## src/rtl/execute_stage_pkg.sv

```systemverilog
// exec_pkg: opcode map, flag bit positions and FSM states shared by the RISC-Net execute stage.
package exec_pkg;

  localparam logic [7:0] OP_NOP = 8'h00;
  localparam logic [7:0] OP_ADD = 8'h01;
  localparam logic [7:0] OP_SUB = 8'h02;
  localparam logic [7:0] OP_AND = 8'h03;
  localparam logic [7:0] OP_OR  = 8'h04;
  localparam logic [7:0] OP_XOR = 8'h05;
  localparam logic [7:0] OP_SHL = 8'h06;
  localparam logic [7:0] OP_SHR = 8'h07;
  localparam logic [7:0] OP_MOV = 8'h08;
  localparam logic [7:0] OP_CMP = 8'h09;
  localparam logic [7:0] OP_MUL = 8'h0A;

  localparam int FLAG_Z = 3;
  localparam int FLAG_N = 2;
  localparam int FLAG_C = 1;
  localparam int FLAG_V = 0;

  typedef enum logic {
    ST_IDLE = 1'b0,
    ST_MUL  = 1'b1
  } state_t;

endpackage

```

## src/rtl/execute_stage_if.sv

```systemverilog
// execute_stage_if: operand-fetch -> execute -> writeback handshake bundle.
interface execute_stage_if #(
  parameter int DATA_W = 16,
  parameter int OPC_W  = 8
);
  logic              in_valid;
  logic              in_ready;
  logic [OPC_W-1:0]  in_opcode;
  logic [DATA_W-1:0] in_op1;
  logic [DATA_W-1:0] in_op2;
  logic              out_valid;
  logic              out_ready;
  logic [OPC_W-1:0]  out_opcode;
  logic [DATA_W-1:0] out_result;
  logic [3:0]        out_flags;
  logic              out_illegal;
  logic              busy;

  modport master (
    output in_valid, in_opcode, in_op1, in_op2, out_ready,
    input  in_ready, out_valid, out_opcode, out_result, out_flags, out_illegal, busy
  );

  modport slave (
    input  in_valid, in_opcode, in_op1, in_op2, out_ready,
    output in_ready, out_valid, out_opcode, out_result, out_flags, out_illegal, busy
  );
endinterface

```

## src/rtl/execute_stage_mul_iter.sv

```systemverilog
// mul_iter: radix-2 shift-add unsigned multiplier, one partial product per clock, W iterations.
// done/product are valid during the final iteration so the caller can load on that same edge.
module mul_iter #(
  parameter int W = 16
) (
  input  logic           clk,
  input  logic           rst,
  input  logic           start,
  input  logic [W-1:0]   a,
  input  logic [W-1:0]   b,
  output logic           done,
  output logic [2*W-1:0] product
);
  localparam int CNT_W = $clog2(W);

  logic             run;
  logic [CNT_W-1:0] cnt;
  logic [2*W-1:0]   acc;
  logic [2*W-1:0]   mcand;
  logic [2*W-1:0]   acc_nx;
  logic [W-1:0]     mplier;

  assign acc_nx  = mplier[0] ? acc + mcand : acc;
  assign done    = run && (cnt == CNT_W'(W - 1));
  assign product = acc_nx;

  always_ff @(posedge clk or posedge rst) begin
    if (rst) begin
      run <= 1'b0;
      cnt <= '0;
    end else if (start) begin
      run <= 1'b1;
      cnt <= '0;
    end else if (run) begin
      cnt <= cnt + 1'b1;
      if (done) run <= 1'b0;
    end
  end

  always_ff @(posedge clk) begin
    if (start) begin
      acc    <= '0;
      mcand  <= {{W{1'b0}}, a};
      mplier <= b;
    end else if (run) begin
      acc    <= acc_nx;
      mcand  <= mcand << 1;
      mplier <= mplier >> 1;
    end
  end

endmodule

```

## src/rtl/execute_stage.sv

```systemverilog
// execute_stage: RISC-Net ALU stage with Z/N/C/V flag register and valid/ready result register.
// Define EXEC_MUL_EN to build the 16-iteration multiplier; otherwise opcode 0x0A decodes as illegal.
module execute_stage
  import exec_pkg::*;
#(
  parameter int DATA_W = 16,
  parameter int OPC_W  = 8
) (
  input logic            clk,
  input logic            rst,
  execute_stage_if.slave bus
);
  localparam int MSB = DATA_W - 1;

  function automatic logic add_ovf(input logic sa, input logic sb, input logic sr);
    return (sa == sb) && (sr != sa);
  endfunction

  function automatic logic sub_ovf(input logic sa, input logic sb, input logic sr);
    return (sa != sb) && (sr != sa);
  endfunction

  function automatic logic [3:0] pack_flags(input logic [DATA_W-1:0] v, input logic c, input logic o);
    logic [3:0] f;
    f         = '0;
    f[FLAG_Z] = (v == '0);
    f[FLAG_N] = v[MSB];
    f[FLAG_C] = c;
    f[FLAG_V] = o;
    return f;
  endfunction

  logic [DATA_W:0]   sum_p0, dif_p0, shl_p0, shr_p0;
  logic [DATA_W-1:0] res_p0, fval_p0;
  logic [3:0]        flags_p0;
  logic              c_p0, v_p0, wr_p0, ill_p0, mul_p0;

  logic              vld_p1, ill_p1;
  logic [OPC_W-1:0]  opcode_p1;
  logic [DATA_W-1:0] result_p1;
  logic [3:0]        flags_q;

  logic              idle, accept, ld;
  logic [OPC_W-1:0]  ld_opc;
  logic [DATA_W-1:0] ld_res;
  logic [3:0]        ld_flags;
  logic              ld_ill;

  assign bus.in_ready = idle && (!vld_p1 || bus.out_ready);
  assign accept       = bus.in_valid && bus.in_ready;

  // p0: single-cycle ALU evaluated straight from the incoming operands
  always_comb begin
    sum_p0  = {1'b0, bus.in_op1} + {1'b0, bus.in_op2};
    dif_p0  = {1'b0, bus.in_op1} - {1'b0, bus.in_op2};
    shl_p0  = {1'b0, bus.in_op1} << bus.in_op2[3:0];
    shr_p0  = {bus.in_op1, 1'b0} >> bus.in_op2[3:0];
    res_p0  = '0;
    c_p0    = 1'b0;
    v_p0    = 1'b0;
    wr_p0   = 1'b1;
    ill_p0  = 1'b0;
    mul_p0  = 1'b0;
    case (bus.in_opcode)
      OPC_W'(OP_NOP): wr_p0 = 1'b0;
      OPC_W'(OP_ADD): begin
        res_p0 = sum_p0[MSB:0];
        c_p0   = sum_p0[DATA_W];
        v_p0   = add_ovf(bus.in_op1[MSB], bus.in_op2[MSB], sum_p0[MSB]);
      end
      OPC_W'(OP_SUB), OPC_W'(OP_CMP): begin
        res_p0 = (bus.in_opcode == OPC_W'(OP_CMP)) ? bus.in_op1 : dif_p0[MSB:0];
        c_p0   = dif_p0[DATA_W];
        v_p0   = sub_ovf(bus.in_op1[MSB], bus.in_op2[MSB], dif_p0[MSB]);
      end
      OPC_W'(OP_AND): res_p0 = bus.in_op1 & bus.in_op2;
      OPC_W'(OP_OR):  res_p0 = bus.in_op1 | bus.in_op2;
      OPC_W'(OP_XOR): res_p0 = bus.in_op1 ^ bus.in_op2;
      OPC_W'(OP_SHL): begin
        res_p0 = shl_p0[MSB:0];
        c_p0   = shl_p0[DATA_W];
      end
      OPC_W'(OP_SHR): begin
        res_p0 = shr_p0[DATA_W:1];
        c_p0   = shr_p0[0];
      end
      OPC_W'(OP_MOV): begin
        res_p0 = bus.in_op2;
        wr_p0  = 1'b0;
      end
`ifdef EXEC_MUL_EN
      OPC_W'(OP_MUL): begin
        mul_p0 = 1'b1;
        wr_p0  = 1'b0;
      end
`endif
      default: begin
        ill_p0 = 1'b1;
        wr_p0  = 1'b0;
      end
    endcase
    // CMP reports op1 but flags the difference
    fval_p0  = (bus.in_opcode == OPC_W'(OP_CMP)) ? dif_p0[MSB:0] : res_p0;
    flags_p0 = wr_p0 ? pack_flags(fval_p0, c_p0, v_p0) : flags_q;
  end

`ifdef EXEC_MUL_EN
  state_t              state, state_nx;
  logic                mul_start, mul_done;
  logic [2*DATA_W-1:0] mul_prod;

  always_ff @(posedge clk or posedge rst) begin
    if (rst) state <= ST_IDLE;
    else     state <= state_nx;
  end

  always_comb begin
    state_nx  = state;
    mul_start = 1'b0;
    case (state)
      ST_IDLE: if (accept && mul_p0) begin
        state_nx  = ST_MUL;
        mul_start = 1'b1;
      end
      ST_MUL:  if (mul_done) state_nx = ST_IDLE;
      default: state_nx = ST_IDLE;
    endcase
  end

  assign idle     = (state == ST_IDLE);
  assign bus.busy = (state == ST_MUL);

  mul_iter #(.W(DATA_W)) u_mul (
    .clk     (clk),
    .rst     (rst),
    .start   (mul_start),
    .a       (bus.in_op1),
    .b       (bus.in_op2),
    .done    (mul_done),
    .product (mul_prod)
  );
`else
  assign idle     = 1'b1;
  assign bus.busy = 1'b0;
`endif

  // p1 load select: finished multiply, else a freshly accepted single-cycle op
  always_comb begin
    ld       = accept && !mul_p0;
    ld_opc   = bus.in_opcode;
    ld_res   = res_p0;
    ld_flags = flags_p0;
    ld_ill   = ill_p0;
`ifdef EXEC_MUL_EN
    if (mul_done) begin
      ld       = 1'b1;
      ld_opc   = OPC_W'(OP_MUL);
      ld_res   = mul_prod[MSB:0];
      ld_flags = pack_flags(mul_prod[MSB:0], |mul_prod[2*DATA_W-1:DATA_W], 1'b0);
      ld_ill   = 1'b0;
    end
`endif
  end

  always_ff @(posedge clk or posedge rst) begin
    if (rst) begin
      vld_p1    <= 1'b0;
      opcode_p1 <= '0;
      result_p1 <= '0;
      ill_p1    <= 1'b0;
      flags_q   <= '0;
    end else if (ld) begin
      vld_p1    <= 1'b1;
      opcode_p1 <= ld_opc;
      result_p1 <= ld_res;
      ill_p1    <= ld_ill;
      flags_q   <= ld_flags;
    end else if (vld_p1 && bus.out_ready) begin
      vld_p1 <= 1'b0;
    end
  end

  assign bus.out_valid   = vld_p1;
  assign bus.out_opcode  = opcode_p1;
  assign bus.out_result  = result_p1;
  assign bus.out_flags   = flags_q;
  assign bus.out_illegal = ill_p1;

endmodule
```

## src/flat_wrapper.sv

```systemverilog
// flat-port wrapper written by rule: the top's interface ports become plain ports
module execute_stage_flat import exec_pkg::*;
#(
  parameter int DATA_W = 16,
  parameter int OPC_W  = 8
)
  (clk, rst, bus_in_valid, bus_in_opcode, bus_in_op1, bus_in_op2, bus_out_ready, bus_in_ready, bus_out_valid, bus_out_opcode, bus_out_result, bus_out_flags, bus_out_illegal, bus_busy);
  execute_stage_if #(.DATA_W(DATA_W), .OPC_W(OPC_W)) bus_i ();
  input logic clk;
  input logic rst;
  input wire logic [$bits(bus_i.in_valid)-1:0] bus_in_valid;
  input wire logic [$bits(bus_i.in_opcode)-1:0] bus_in_opcode;
  input wire logic [$bits(bus_i.in_op1)-1:0] bus_in_op1;
  input wire logic [$bits(bus_i.in_op2)-1:0] bus_in_op2;
  input wire logic [$bits(bus_i.out_ready)-1:0] bus_out_ready;
  output wire logic [$bits(bus_i.in_ready)-1:0] bus_in_ready;
  output wire logic [$bits(bus_i.out_valid)-1:0] bus_out_valid;
  output wire logic [$bits(bus_i.out_opcode)-1:0] bus_out_opcode;
  output wire logic [$bits(bus_i.out_result)-1:0] bus_out_result;
  output wire logic [$bits(bus_i.out_flags)-1:0] bus_out_flags;
  output wire logic [$bits(bus_i.out_illegal)-1:0] bus_out_illegal;
  output wire logic [$bits(bus_i.busy)-1:0] bus_busy;
  assign bus_i.in_valid = bus_in_valid;
  assign bus_i.in_opcode = bus_in_opcode;
  assign bus_i.in_op1 = bus_in_op1;
  assign bus_i.in_op2 = bus_in_op2;
  assign bus_i.out_ready = bus_out_ready;
  assign bus_in_ready = bus_i.in_ready;
  assign bus_out_valid = bus_i.out_valid;
  assign bus_out_opcode = bus_i.out_opcode;
  assign bus_out_result = bus_i.out_result;
  assign bus_out_flags = bus_i.out_flags;
  assign bus_out_illegal = bus_i.out_illegal;
  assign bus_busy = bus_i.busy;
  execute_stage #(.DATA_W(DATA_W), .OPC_W(OPC_W)) u_core (.clk(clk), .rst(rst), .bus(bus_i));
endmodule
```

## config.mk

```make
export PLATFORM = sky130hd
export DESIGN_NAME = execute_stage_flat
export DESIGN_NICKNAME = d
export VERILOG_FILES = /design/src/rtl/execute_stage_pkg.sv /design/src/rtl/execute_stage_if.sv /design/src/rtl/execute_stage_mul_iter.sv /design/src/rtl/execute_stage.sv /design/src/flat_wrapper.sv
export SDC_FILE = /design/constraint.sdc
export NUM_CORES = 1
export LEC_CHECK = 0
export CELL_PAD_IN_SITES_DETAIL_PLACEMENT = 1
export CELL_PAD_IN_SITES_GLOBAL_PLACEMENT = 1
export CORE_ASPECT_RATIO = 2
export CORE_MARGIN = 2
export CORE_UTILIZATION = 43
export CTS_CLUSTER_SIZE = 28
export DETAILED_ROUTE_END_ITERATION = 8
export GPL_ROUTABILITY_DRIVEN = 0
export PLACE_DENSITY = 0.95
export SYNTH_ARGS = -nofsm -noshare
export SYNTH_HDL_FRONTEND = slang
export SYNTH_SLANG_ARGS = --single-unit
```

## constraint.sdc

```tcl
create_clock -name clk -period 3.02 [get_ports clk]
set_clock_uncertainty 0.15 [all_clocks]
set_input_delay 0.302 -clock clk [delete_from_list [all_inputs] [get_ports clk]]
set_output_delay 0.302 -clock clk [all_outputs]
set_load 0.05 [all_outputs]
```

==> results.rst, run 1 <==
.. list-table::
   :header-rows: 1

   * - Metric
     - Value
   * - Master cell of the clock root buffer
     - clkbuf_16
   * - Fraction of post-synthesis cell area in the top cell type by area
     - 12.05%
   * - Outcome
     - did not finish
   * - CTS buffer count
     - 5
   * - Proportion of synthesized area in mux cells
     - 13.43%
   * - Average footprint of a synthesized cell
     - 7.779 um2
   * - Share of the synthesized netlist area taken by xor and xnor gates
     - 2.108%
   * - Hold Buf Count CTS
     - 0
   * - Die span in y
     - 174.2 um
   * - Post-Synthesis Net Count
     - 899
   * - Std cell rows
     - 62
   * - # port buffers
     - 74
   * - Post-synthesis share of cell area spent on full adders, half adders and majority gates
     - 11.08%
   * - Main combinational cell family by area after synthesis
     - compound AO/OA/AOI/OAI gates
   * - Post-CTS repair timing setup buffer count
     - 42
   * - #FFs+latches synth
     - 30
   * - Post-synthesis compound-gate area fraction
     - 28.39%
   * - I/O Pins
     - 76
   * - Synthesized instance count
     - 801
   * - Step where the flow halted
     - clock tree synthesis (4_1_cts)
   * - H-tree depth reported by CTS
     - 2
   * - Count of unique library cells instantiated by Yosys
     - 93
   * - Clock Tree Buf Depth
     - 2
   * - Yosys warnings
     - 0
   * - Simple-gate share of the synthesized area
     - 24.04%
   * - Summed instance area of the synthesized netlist
     - 0.006231 mm2
   * - Synth async-reset ratio
     - 100.0%
   * - Width of the die
     - 89.12 um
   * - Clock sinks
     - 30
   * - Effective utilization at floorplan
     - 43.65%
   * - Sequential-to-total area share from yosys stat
     - 12.05%
   * - Number of gates resized after cts
     - 279
   * - Area post-placement
     - 0.009430 mm2
   * - Error Message
     - [ERROR DPL-0033] detailed placement checks failed during check placement.
   * - Primary FF master, synth
     - dfrtp_1
   * - Main area contributors after synthesis
     - dfrtp_1, mux4_2, ha_1
   * - Post-synth EDFFs
     - 0
   * - Library cell with the largest summed area after synthesis
     - dfrtp_1
   * - HPWL after detailed placement
     - 33550 um
-- through the flow --
step           worst slack (ps)  instances  TNS [ps]
2_1_floorplan            -270.8        801    -533.8
3_3_place_gp             -947.1       1320     -8767
3_5_place_dp              -1314       1320    -13730
-- synthesized netlist by cell type (8+ instances only) --
master	n
a21o_1	10
o22ai_1	9
inv_1	52
o211ai_1	11
ha_1	52
clkbuf_1	36
nor2b_1	12
nor4_1	15
nor3_1	22
mux4_2	29
o31ai_1	8
a31oi_1	10
a21oi_1	51
buf_2	19
dfrtp_1	30
mux2i_1	15
xnor2_1	11
a221oi_1	10
nand2b_1	14
nand2_1	88
a211oi_1	11
nor2_1	54
o21ai_0	39
or4_1	8
nand4_1	9
nand3_1	13
-- logic make-up after synthesis --
family | Yosys count
other | 1
AO/OA/AOI/OAI | 247
flip-flops | 30
adder cells (fa/ha/maj) | 54
AND/OR/NAND/NOR | 284
XOR/XNOR | 15
buffers and inverters | 123
multiplexers | 47
==> run 2, diff against run 1 <==
CELL_PAD_IN_SITES_DETAIL_PLACEMENT = unset   (was 1)
CELL_PAD_IN_SITES_GLOBAL_PLACEMENT = unset   (was 1)
CORE_ASPECT_RATIO = unset   (was 2)
CORE_UTILIZATION = 40   (was 43)
CTS_CLUSTER_SIZE = unset   (was 28)
PLACE_DENSITY = unset   (was 0.95)
PLACE_DENSITY_LB_ADDON = 0.15   (was unset)
==> results.rst, run 2 <==
.. list-table::
   :header-rows: 1

   * - Metric
     - Value
   * - Fraction of power spent switching nets
     - 41.55%
   * - Worst relative slew slack
     - 52.07%
   * - Area post-placement
     - 0.009360 mm2 (-0.74%)
   * - Violations in the final reports
     - setup timing
   * - Worst setup EP type
     - flop
   * - Worst hold slack after final layout
     - 257.5 ps
   * - Number of flip-flops in the largest register
     - 16
   * - CTS tree
     - built
   * - Post-Synthesis Net Count
     - 899 (unchanged)
   * - Average footprint of a synthesized cell
     - 7.779 um2 (unchanged)
   * - Post-synthesis compound-gate area fraction
     - 28.39% (unchanged)
   * - Core region area
     - 0.01520 mm2
   * - Library cell with the largest summed area after synthesis
     - dfrtp_1
   * - Std cell rows
     - 45 (-27%)
   * - Post-synth EDFFs
     - 0 (unchanged)
   * - Type of element launching the critical path
     - input pin
   * - Most common cell after layout, fill and taps aside
     - buf_4
   * - Iter 0 DRT Violations
     - 1177
   * - Proportion of synthesized area in mux cells
     - 13.43% (unchanged)
   * - Diodes inserted
     - 0
   * - Share of the synthesized netlist area taken by xor and xnor gates
     - 2.108% (unchanged)
   * - Power share of the sequential group
     - 17.4%
   * - Setup-violating endpoint count in the final report
     - 2
   * - Clock sinks
     - 30 (unchanged)
   * - Detailed Route WL
     - 29630 um
   * - Width of the die
     - 128.8 um (+45%)
   * - Clock network fraction of design power
     - 16.9%
   * - Number of global-route vias before repair
     - 8232
   * - Main combinational cell family by area after synthesis
     - compound AO/OA/AOI/OAI gates
   * - Layout-stage area growth over the synthesis result
     - 66.38%
   * - Overflow left after global routing
     - 0
   * - Master cell of the clock root buffer
     - clkbuf_16
   * - DRC violation count after routing
     - 0
   * - Clock transition at path regs
     - 40 ps
   * - Number of cells traversed by the worst register-to-register path
     - 8
   * - Drt via density
     - 6.201
   * - Final setup slack of the worst path
     - -127.5 ps
   * - Die span in y
     - 128.8 um (-26%)
   * - Most used cells in the layout excluding fill and tap cells
     - buf_4, nand2_1, nor2_1, clkdlybuf4s50_1, a21oi_1
   * - I/O Pins
     - 76 (unchanged)
   * - Effective utilization at floorplan
     - 40.99% (-2.7 points)
   * - Ratio of cells with drive above 1 in the final layout
     - 44.36%
   * - Overall via count from detail_route
     - 8365
   * - Count of unique library cells instantiated by Yosys
     - 93 (unchanged)
   * - HPWL after detailed placement
     - 23210 um (-31%)
   * - Register-to-register setup slack
     - 920 ps
   * - List of most frequent post-synthesis cells
     - nand2_1, nor2_1, ha_1, inv_1, a21oi_1
   * - Power per cell area
     - 256.1 mW/mm2
   * - Main area contributors after synthesis
     - dfrtp_1, mux4_2, ha_1
   * - Critical path origin
     - bus_in_op1[8]
   * - Actual slew at the worst max-slew pin
     - 709.0 ps
   * - Slowest-stage cell, CP
     - or4bb_4
   * - Part of the power in combinational logic
     - 65.7%
   * - Number of antenna violations at the first check in global routing
     - 0
   * - Type of the worst min-delay path
     - input pin to async pin
   * - Critical path capture point
     - u_core.bus.out_flags[3]$_DFFE_PP0P_
   * - Post-synthesis share of cell area spent on full adders, half adders and majority gates
     - 11.08% (unchanged)
   * - Yosys warnings
     - 0 (unchanged)
   * - Primary FF master, synth
     - dfrtp_1
   * - Synthesized instance count
     - 801 (unchanged)
   * - Worst setup path category
     - input pin to flop
   * - Maximum clock frequency
     - 317.7 MHz
   * - Leakage power of the design
     - 0.004667 uW
   * - Worst vdd ir
     - 0.0001938 V
   * - Crit path required time
     - 3080 ps
   * - H-tree depth reported by CTS
     - 2 (unchanged)
   * - Clock Tree Buf Depth
     - 2 (unchanged)
   * - Die Footprint
     - 0.01659 mm2
   * - Worst r2r dst
     - u_core.bus.out_flags[3]$_DFFE_PP0P_
   * - Final ANT Viol Nets
     - 0
   * - Wirelength per Cell
     - 21.97 um
   * - Psw
     - 1103 uW
   * - Maximum fanout along the worst path
     - 11
   * - Total Neg Setup Slack
     - -133.6 ps
   * - Clk_lat worst skew
     - 270 ps
   * - Hold Buf Count CTS
     - 0 (unchanged)
   * - Largest net degree at the start of global routing
     - 31
   * - Fraction of post-synthesis cell area in the top cell type by area
     - 12.05% (unchanged)
   * - Final slew viol count
     - 0
   * - Sequential-to-total area share from yosys stat
     - 12.05% (unchanged)
   * - Setup repair after global routing missed its margin
     - yes
   * - CTS buffer count
     - 5 (unchanged)
   * - Drt first pass iters
     - 6
   * - Final Instance Area
     - 0.01037 mm2
   * - Final Total Pwr
     - 2655 uW
   * - Synth async-reset ratio
     - 100.0% (unchanged)
   * - Final Net Count
     - 1259
   * - Global-route usage over all layers
     - 35.43%
   * - Final-report hold violation count
     - 0
   * - Max incr delay on CP
     - 550 ps
   * - Fin crit share
     - 104.2%
   * - Simple-gate share of the synthesized area
     - 24.04% (unchanged)
   * - Most frequently used cell type in the post-synthesis netlist
     - nand2_1
   * - Data arrival time of the critical path
     - 3210 ps
   * - # port buffers
     - 74 (unchanged)
   * - Origin of the critical flop-to-flop path
     - u_core.bus.out_valid$_DFFE_PP0P_
   * - Minimum clock period after layout
     - 3148 ps
   * - Summed instance area of the synthesized netlist
     - 0.006231 mm2 (unchanged)
   * - Critical path, cell by cell
     - clkdlybuf4s50_1 > buf_6 > mux4_2 > mux2i_1 > nor2_1 > a31oi_1 > o21ai_1 > or4bb_4 > nor4_2 > o211a_1
   * - Outcome
     - complete, but fails checks
   * - Max-capacitance violation count
     - 0
   * - #FFs+latches synth
     - 30 (unchanged)
   * - Internal power
     - 1552 uW
   * - First-pass GRT wire length
     - 45430 um
-- run 2: cell counts after synthesis --
No cell type changed its count.
-- run 2: area by class of cell --
class / instances / area (um2)
Fill cell: 1195 / 4835
Tap cell: 188 / 235.2
Inverter: 54 / 207.7
Sequential cell: 30 / 750.7
Clock buffer: 7 / 132.6
Timing Repair Buffer: 421 / 3471
Multi-Input combinational cell: 649 / 5570
-- run 2: cells by family after synthesis --
kind of cell	Yosys count
simple gates	284
compound gates	247
buf+inv	123
fa+ha+maj	54
mux	47
flops	30
xor+xnor	15
other cells	1
-- run 2: timing repair --
| item | in CTS | in global routing |
|---|---|---|
| buffers inserted | 21 | 10 |
| setup endpoints to repair | 17 | 11 |
| gates resized for setup | 150 | 31 |
| pin swaps | 38 | 18 |
| cloned | 1 | 1 |
-- run 2: critical path, delay by kind of cell --
kind            cells  cell delay [ps]
simple gates        3              830
mux                 2              770
buf+inv             2              640
compound gates      3              640
-- run 2: worst min path at each step --
| stage | cells past startpoint | to | start | slack [ps] |
|---|---|---|---|---|
| finish | 3 | u_core.bus.out_opcode[0]$_DFFE_PP0P_ | rst | 260 |
| global route | 3 | u_core.bus.out_opcode[0]$_DFFE_PP0P_ | rst | 330 |
| CTS | 3 | u_core.bus.out_opcode[5]$_DFFE_PP0P_ | rst | 270 |
| floorplan | 1 | u_core.bus.out_flags[0]$_DFFE_PP0P_ | rst | 240 |
| global placement | 2 | u_core.bus.out_result[5]$_DFFE_PP0P_ | u_core.bus.out_result[5]$_DFFE_PP0P_ | 310 |
| detailed placement | 2 | u_core.bus.out_result[8]$_DFFE_PP0P_ | u_core.bus.out_result[8]$_DFFE_PP0P_ | 320 |
-- run 2: power by group through the flow --
stage / Clock [uW] / Sequential, uW / Combinational [uW]
6_report: 448 / 462 / 1750
4_1_cts: 464 / 463 / 1660
3_5_place_dp: 0 / 469 / 1530
5_1_grt: 482 / 467 / 1830
3_3_place_gp: 0 / 467 / 1500
2_1_floorplan: 0 / 600 / 677
-- run 2: stage by stage --
step,utilization [%],setup WS (ps),std cells
finish,68.20,-127.5,1349
detailed placement,61.57,-916.3,1309
CTS,66.98,-59.63,1338
global route,68.20,-220.5,1349
global placement,61.57,-891.5,1309
floorplan,-,-270.8,801
-- run 2: routing by layer --
metal  vias up  wire (um)  GRT usage, %
li1       3737          -             -
met1      3858      11440         45.49
met2       624      13050         56.27
met3       146       3077         5.489
met4         0       2064         21.23
met5         -          0             0
Note: power is estimated with default switching activity, not from simulation.
